File: config.mk
export PLATFORM = sky130hd
export DESIGN_NAME = multu_seq
export DESIGN_NICKNAME = d
export VERILOG_FILES = /design/src/rtl/alu_pkg.sv /design/src/rtl/mul_add_shift.sv /design/src/rtl/multu_seq.sv
export SDC_FILE = /design/constraint.sdc
export NUM_CORES = 1
export LEC_CHECK = 0
export ABC_AREA = 1
export BUFFER_PORTS_ARGS = -buffer_cell sky130_fd_sc_hd__buf_4
export CAP_MARGIN = 20
export CELL_PAD_IN_SITES_DETAIL_PLACEMENT = 0
export CELL_PAD_IN_SITES_GLOBAL_PLACEMENT = 2
export CORE_MARGIN = 4
export CORE_UTILIZATION = 28
export CTS_CLUSTER_DIAMETER = 30
export CTS_CLUSTER_SIZE = 14
export DETAILED_ROUTE_END_ITERATION = 16
export PLACE_DENSITY = 0.83
export SYNTH_ARGS = -nofsm -noshare
export SYNTH_HDL_FRONTEND = slang
export SYNTH_SLANG_ARGS = --single-unit
File: constraint.sdc
create_clock -name clk -period 2.2 [get_ports clk]
set_input_delay 0.11 -clock clk [delete_from_list [all_inputs] [get_ports clk]]
set_output_delay 0.11 -clock clk [all_outputs]
set_load 0.01 [all_outputs]
File: src/rtl/alu_pkg.sv
// Shared execute-stage definitions: funct codes, multiplier FSM states and the
// default datapath width used by the sequential multiplier.
package alu_pkg;

  localparam int DEFAULT_WIDTH = 32;

  localparam logic [5:0] FUNCT_SLL   = 6'b000000;
  localparam logic [5:0] FUNCT_MFHI  = 6'b010000;
  localparam logic [5:0] FUNCT_MFLO  = 6'b010010;
  localparam logic [5:0] FUNCT_MULT  = 6'b011000;
  localparam logic [5:0] FUNCT_MULTU = 6'b011001;
  localparam logic [5:0] FUNCT_ADD   = 6'b100000;
  localparam logic [5:0] FUNCT_SUB   = 6'b100010;
  localparam logic [5:0] FUNCT_AND   = 6'b100100;
  localparam logic [5:0] FUNCT_OR    = 6'b100101;
  localparam logic [5:0] FUNCT_SLT   = 6'b101010;

  typedef enum logic [1:0] {
    IDLE = 2'd0,
    RUN  = 2'd1,
    DONE = 2'd2
  } mul_state_t;

endpackage

File: src/rtl/mul_add_shift.sv
// One radix-2 shift-add step: conditionally add the multiplicand into the
// carry-extended accumulator, then shift {acc, lo} right by one.
module mul_add_shift #(
  parameter int WIDTH = 32
) (
  input  logic [WIDTH:0]   acc,
  input  logic [WIDTH-1:0] lo,
  input  logic [WIDTH-1:0] mcand,
  output logic [WIDTH:0]   acc_next,
  output logic [WIDTH-1:0] lo_next
);

  logic [WIDTH:0] sum;

  // acc stays below 2**WIDTH after every shift, so the 33-bit sum never overflows.
  always_comb begin
    sum      = acc + ({1'b0, mcand} & {(WIDTH+1){lo[0]}});
    acc_next = {1'b0, sum[WIDTH:1]};
    lo_next  = {sum[0], lo[WIDTH-1:1]};
  end

endmodule

File: src/rtl/multu_seq.sv
// Iterative 32-cycle shift-add multiplier feeding HiLo; stalls the pipeline while busy.
// Optional signed MULT support is enabled by defining SIGNED_MULT_EN.
import alu_pkg::*;

module multu_seq #(
  parameter int         WIDTH       = DEFAULT_WIDTH,
  parameter logic [5:0] MULTU_FUNCT = FUNCT_MULTU
) (
  input  logic               clk,
  input  logic               reset,
  input  logic               start,
  input  logic [5:0]         Signal,
  input  logic [WIDTH-1:0]   multiplicand,
  input  logic [WIDTH-1:0]   multiplier,
  output logic               busy,
  output logic               stall,
  output logic               done,
  output logic [2*WIDTH-1:0] product
);

  localparam int CW = $clog2(WIDTH);
  localparam logic [CW-1:0] LAST = CW'(WIDTH - 1);

  mul_state_t       state;
  logic [WIDTH:0]   acc;
  logic [WIDTH-1:0] lo;
  logic [WIDTH-1:0] mcand_r;
  logic [CW-1:0]    cnt;

  logic [WIDTH:0]     acc_next;
  logic [WIDTH-1:0]   lo_next;
  logic [2*WIDTH-1:0] result;
  logic               is_mul;
  logic               accept;
  logic [WIDTH-1:0]   op_a;
  logic [WIDTH-1:0]   op_b;

`ifdef SIGNED_MULT_EN
  logic is_signed;
  logic neg_r;

  // Signed requests iterate on magnitudes; the sign is reapplied when the result lands.
  assign is_signed = (Signal == FUNCT_MULT);
  assign is_mul    = (Signal == MULTU_FUNCT) | is_signed;
  assign op_a      = (is_signed & multiplicand[WIDTH-1]) ? -multiplicand : multiplicand;
  assign op_b      = (is_signed & multiplier[WIDTH-1])   ? -multiplier   : multiplier;
  assign result    = neg_r ? -{acc_next[WIDTH-1:0], lo_next} : {acc_next[WIDTH-1:0], lo_next};
`else
  assign is_mul    = (Signal == MULTU_FUNCT);
  assign op_a      = multiplicand;
  assign op_b      = multiplier;
  assign result    = {acc_next[WIDTH-1:0], lo_next};
`endif

  assign accept = start & is_mul & (state != RUN);
  assign stall  = busy | accept;

  mul_add_shift #(.WIDTH(WIDTH)) u_step (
    .acc      (acc),
    .lo       (lo),
    .mcand    (mcand_r),
    .acc_next (acc_next),
    .lo_next  (lo_next)
  );

  // Requests seen while RUN are dropped; IDLE and DONE both accept a new operation.
  always_ff @(posedge clk) begin
    if (reset) begin
      state   <= IDLE;
      acc     <= '0;
      lo      <= '0;
      mcand_r <= '0;
      cnt     <= '0;
      product <= '0;
      busy    <= 1'b0;
      done    <= 1'b0;
`ifdef SIGNED_MULT_EN
      neg_r   <= 1'b0;
`endif
    end else begin
      done <= 1'b0;
      case (state)
        RUN: begin
          acc <= acc_next;
          lo  <= lo_next;
          cnt <= cnt + 1'b1;
          if (cnt == LAST) begin
            state   <= DONE;
            busy    <= 1'b0;
            done    <= 1'b1;
            product <= result;
          end
        end
        default: begin
          if (accept) begin
            state   <= RUN;
            busy    <= 1'b1;
            acc     <= '0;
            lo      <= op_b;
            mcand_r <= op_a;
            cnt     <= '0;
`ifdef SIGNED_MULT_EN
            neg_r   <= is_signed & (multiplicand[WIDTH-1] ^ multiplier[WIDTH-1]);
`endif
          end else begin
            state <= IDLE;
          end
        end
      endcase
    end
  end

endmodule

### Word level (Yosys, flattened, before mapping)

Cells that the tools add are included.

* add/subtract/negate cells: 2
* equal/unequal tests: 5
* mux-type cells: 13
* bitwise gates (word level): 5
* reductions and logical operators: 5

Operators by type and width (number)
* 32-bit two-way mux: 4
* 32-bit by 33-bit adder with 33-bit output: 1
* 32-bit by 33-bit AND with 33-bit output: 1
* 5-bit two-way mux: 2
* 6-bit by 5-bit == test with 1-bit output (second input constant): 1
* 2-bit AND reduction: 3
* 5-bit by 1-bit adder with 5-bit output (second input constant): 1
* 5-bit == test (second input constant): 1
* 1-bit two-way mux: 5
* 2-bit two-way mux: 2
* 1-bit AND: 2
* 2-bit by 1-bit == test with 1-bit output (second input constant): 1
* 2-bit by 1-bit != test with 1-bit output (second input constant): 1
* 2-bit != test (second input constant): 1
* 2-bit nonzero test: 1
* 2-bit OR reduction: 1
* 1-bit NOT: 1
* 1-bit OR: 1

* bits in registers: 169
* output and inout port bits: 67
* logic and storage cells: 38

### Depth between registers and ports, before layout

* depth after elaboration: 5
* depth in mapped cells: 17

### Hierarchy

From an unflattened synthesis, not the netlist that was laid out.

* cell total of the unflattened synthesis: 1492
* area, all modules: 9531.6 µm²

Modules (own cells, without submodules)
* multu_seq: times used 1, cells an instance 868, area each 6605.1 µm²
* mul_add_shift: times used 1, cells an instance 624, area each 2926.6 µm²

### Worst setup path before layout

Ideal clock, no wire load.

* path type: register to register
* start point: register lo[0]
* end point: register acc[15]
* arrival time: 2202 ps
* data required time: 2068 ps
* setup slack: -135 ps
* stages on the path, launching flop included: 16
* path buffers: 2
* clock period less this slack: 2335 ps
* cells stage by stage: dfxtp_1 > clkbuf_1 > clkbuf_1 > nand2_1 > inv_1 > ha_1 > fa_1 > nand3_1 > nand3_2 > nand2_1 > nand2_2 > nand2_1 > nand2_1 > or2_2 > nand3_1 > a21oi_1

* longest elaborated chain between the ends: 3

Ends and longest elaborated chain
* from (decl): RTL line multu_seq.sv:26 `logic [WIDTH-1:0] lo;`
* from (signal assigned): RTL line multu_seq.sv:85 `lo <= lo_next;`
* from (signal assigned): RTL line multu_seq.sv:99 `lo <= op_b;`
* 32-bit by 33-bit AND with 33-bit output: RTL line mul_add_shift.sv:17 `sum = acc + ({1'b0, mcand} & {(WIDTH+1){lo[0]}});`
* 32-bit by 33-bit adder with 33-bit output: RTL line mul_add_shift.sv:17
* 32-bit two-way mux: RTL line multu_seq.sv:82 `case (state)`
* to (signal assigned): RTL line multu_seq.sv:84 `acc <= acc_next;`
* to (decl): RTL line multu_seq.sv:25 `logic [WIDTH:0] acc;`

No other way between the ends.
A chain may end at the register's enable or synchronous reset.

### Worst setup path after layout

* start point: register lo[0]
* end point: register product[63]

* longest elaborated chain between the ends: 2

Ends and longest elaborated chain
* 32-bit by 33-bit AND with 33-bit output: RTL line mul_add_shift.sv:17
* 32-bit by 33-bit adder with 33-bit output: RTL line mul_add_shift.sv:17
* to (signal assigned): RTL line multu_seq.sv:91 `product <= result;`
* to (decl): RTL line multu_seq.sv:18 `output logic [2*WIDTH-1:0] product`

No other way between the ends.

==> impl_metrics.py <==
metrics = {
    "power_and_ir_drop": {
        "ir_drop_uv": 428.8,
        "p_total_mw": 6.451,
        "leakagePower_nw": 5.816,
        "power.density_mw_per_mm2": 529.9,
    },
    "clocking": {
        "clk_pin_slew_ns": 0.08,
        "clock_sinks": 169,
        "clk_path_buf_depth": 2,
        "clk_latency_ns": 0.43,
        "h-tree-depth": 4,
        "cts_tree": "yes",
        "cts-root-buf": "clkbuf_16",
        "numCtsBuffers": 17,
    },
    "floorplanning": {
        "die_w_um": 182.6,
        "start_util_pct": 28.56,
        "num_rows": 63,
        "num_io_pins": 140,
        "die_h_um": 182.6,
        "core_area_mm2": 0.02987,
        "die_area_mm2": 0.03333,
    },
    "placement": {
        "port_buffers": 139,
        "gp_congestion": 0.8774,
        "post_dp_cell_area_mm2": 0.01035,
        "hpwlAfterDp_um": 20340,
        "post-place-ws_ns": -0.03009,
        "dp_cells": 1781,
    },
    "status": {
        "status": "completed",
    },
    "sta": {
        "setup_ws_ns": 0.09352,
        "period_share_pct": 95.75,
        "slew_viol_final": 0,
        "max_freq_mhz": 474.7,
        "tns_ns": 0,
        "finalHoldViolCount": 0,
        "slew_headroom_pct": 57.23,
        "skew_ns": 0.01491,
        "rsz0062_at_grt": "yes",
        "hold_ws_ns": 0.1285,
        "setup_viol": 0,
        "fin_crit_ns": 2.106,
        "worst_pin_slew_ns": 0.6406,
    },
    "final_layout": {
        "final_area_mm2": 0.01218,
        "syn2layout_area_growth_pct": 42.68,
        "final_util_pct": 40.75,
        "fill_cells": 3120,
        "drive_gt1_share_pct": 24.16,
        "nets": 1585,
        "antenna_cells": 0,
        "final_cells": 1880,
    },
    "drt": {
        "post-route-drc-count": 0,
        "ant_nets": 0,
        "drt_iter0_drc": 372,
        "drt_wl_total_um": 28600,
        "dr.pass1.iters": 5,
        "wl_per_cell_um": 15.21,
        "viasPerCell": 4.489,
        "vias": 8440,
    },
    "worst_setup_path": {
        "worst_ep_required_time_ns": 2.52,
        "worst_path_max_delay_cell": "fa_2",
        "worstSetupStartpointType": "register",
        "cpPeakStageDelay_ns": 0.38,
        "critPathCaptureType": "register",
        "crit_arrival_ns": 2.42,
        "critPathMaxFanout": 17,
        "worstPathCellList": "buf_12 > nand2_2 > inv_2 > ha_4 > fa_2 > nand3_2 > nand3_2 > nand2_2 > nand2_4 > nand2_2 > nand2_2 > buf_4 > nand2_1 > nand2_2 > a22o_1",
        "crit_top_cell": "nand2_2",
        "path_class": "reg2reg",
    },
    "synth": {
        "synth_cell_types": 31,
        "async_flop_share_pct": 0,
        "avgSynthCellArea_um2": 6.848,
        "synthTopCellsByArea": "dfxtp_1, nand2_1, inv_1",
        "synth_nets": 1354,
        "ys_seq_elements": 169,
        "synth_edf_count": 0,
        "yosys.area_share.adder_pct": 5.220,
        "synth_top_cell_by_area": "dfxtp_1",
        "ys.flop_type": "dfxtp_1",
        "synth_compound_area_share_pct": 12.62,
        "synth.mux.area_fraction_pct": 0,
        "synth_top_area_share_pct": 39.65,
        "synth_cells": 1246,
        "yosysSeqAreaShare_pct": 39.65,
        "synth_warnings": 0,
        "synth_simple_gate_area_share_pct": 31.38,
        "synth_top_family_by_area": "simple AND/OR/NAND/NOR gates",
        "synth-xor-area-share_pct": 1.716,
        "netlist_area_mm2": 0.008533,
    },
    "grt": {
        "met1_usage_pct": 22.93,
        "antenna_found_initial": 0,
        "grt_pass1_wl_um": 45280,
        "grt.total_usage_pct": 16.83,
        "grt.overflow.total": 0,
        "grt.busiest_layer": "met2",
        "use_met3_pct": 3.488,
        "grt_pass1_vias": 8453,
        "met2_usage_pct": 27.72,
        "grt_max_degree": 65,
    },
    "run": {
        "cap_viol_max_count": 0,
    },
    "min_path": {
        "hold_class": "in2reg",
    },
}
==> area by class of cell <==
class	count	area (um^2)	share of cell area, %
sequential	169	3387	27.82
clock buffer	18	439.2	3.607
inverter	153	574.3	4.717
clock inverter	14	175.2	1.439
tap	390	488.0	4.008
multi-input combinational	873	4911	40.34
timing repair buffer	263	2201	18.08
==> metal layers <==
metal	up-vias	wire length, um
li1	4410	-
met1	3854	13690
met2	155	13340
met3	21	1306
met4	0	264
met5	-	0
==> critical path, delay by kind of cell (launching register included) <==
family / cells / cell delay (ns)
AND/OR/NAND/NOR: 9 / 0.62
AO/OA/AOI/OAI: 1 / 0.17
buffers and inverters: 3 / 0.32
flip-flops: 1 / 0.36
adder cells (fa/ha/maj): 2 / 0.53
==> where the power goes <==
| group | total (mW) | internal (mW) | switching (mW) |
|---|---|---|---|
| combinational | 0.291 | 0.173 | 0.118 |
| clock | 3.09 | 1.57 | 1.52 |
| sequential | 3.07 | 3.06 | 0.00503 |
| total | 6.45 | 4.81 | 1.64 |
==> cell usage after synthesis, drive strengths merged (20+ instances only) <==
cell type,instances
a31oi,32
a21oi,57
clkbuf,31
nand3,62
ha,34
nor2,115
inv,152
dfxtp,169
a22o,38
nand2,443
buf,20
o21ai,45
==> cell usage in the layout (no fill, tap or decap), types with 17 or more instances in the layout <==
master / Yosys / routed
a31oi_1: 32 / 32
nand2_2: 12 / 31
dfxtp_1: 169 / 168
o21ai_0: 45 / 45
inv_1: 148 / 144
a21oi_1: 56 / 46
ha_4: 0 / 20
a22o_1: 38 / 38
nor2_1: 108 / 96
buf_4: 5 / 193
clkbuf_16: 0 / 17
nand2_1: 431 / 404
nand3_1: 50 / 46
dlygate4sd3_1: 0 / 64
==> worst paths after layout <==
check / to / slack, ns / start / cells past startpoint
worst min register to register: product[51] / 0.45 / product[51] / 2
worst max-delay path: product[63] / 0.09 / lo[0] / 15
worst max register to register: product[63] / 0.09 / lo[0] / 15
worst min-delay path: acc[0] / 0.13 / reset / 2
==> cell families (layout without fill, tap and decap cells) <==
| family | Yosys count | after routing |
|---|---|---|
| simple gates | 647 | 647 |
| fa+ha+maj | 35 | 35 |
| flops | 169 | 169 |
| compound gates | 176 | 176 |
| buf+inv | 204 | 448 |
| xor+xnor | 15 | 15 |
==> repair_timing <==
item | in CTS | in global routing
pin swaps | 1 | 7
gates resized for setup | 4 | 110
hold buffers | 64 | 0
setup endpoints to repair | 10 | 48
endpoints found under the hold margin | 64 | 0
buffers inserted | 0 | 3
==> registers in the layout, summed over array words and instances (netlist names) <==
signal and flops:
acc 32, busy 1, cnt 5, done 1
lo 32, mcand_r 32, product 64, state 2
Power figures use the tool's default switching activity.
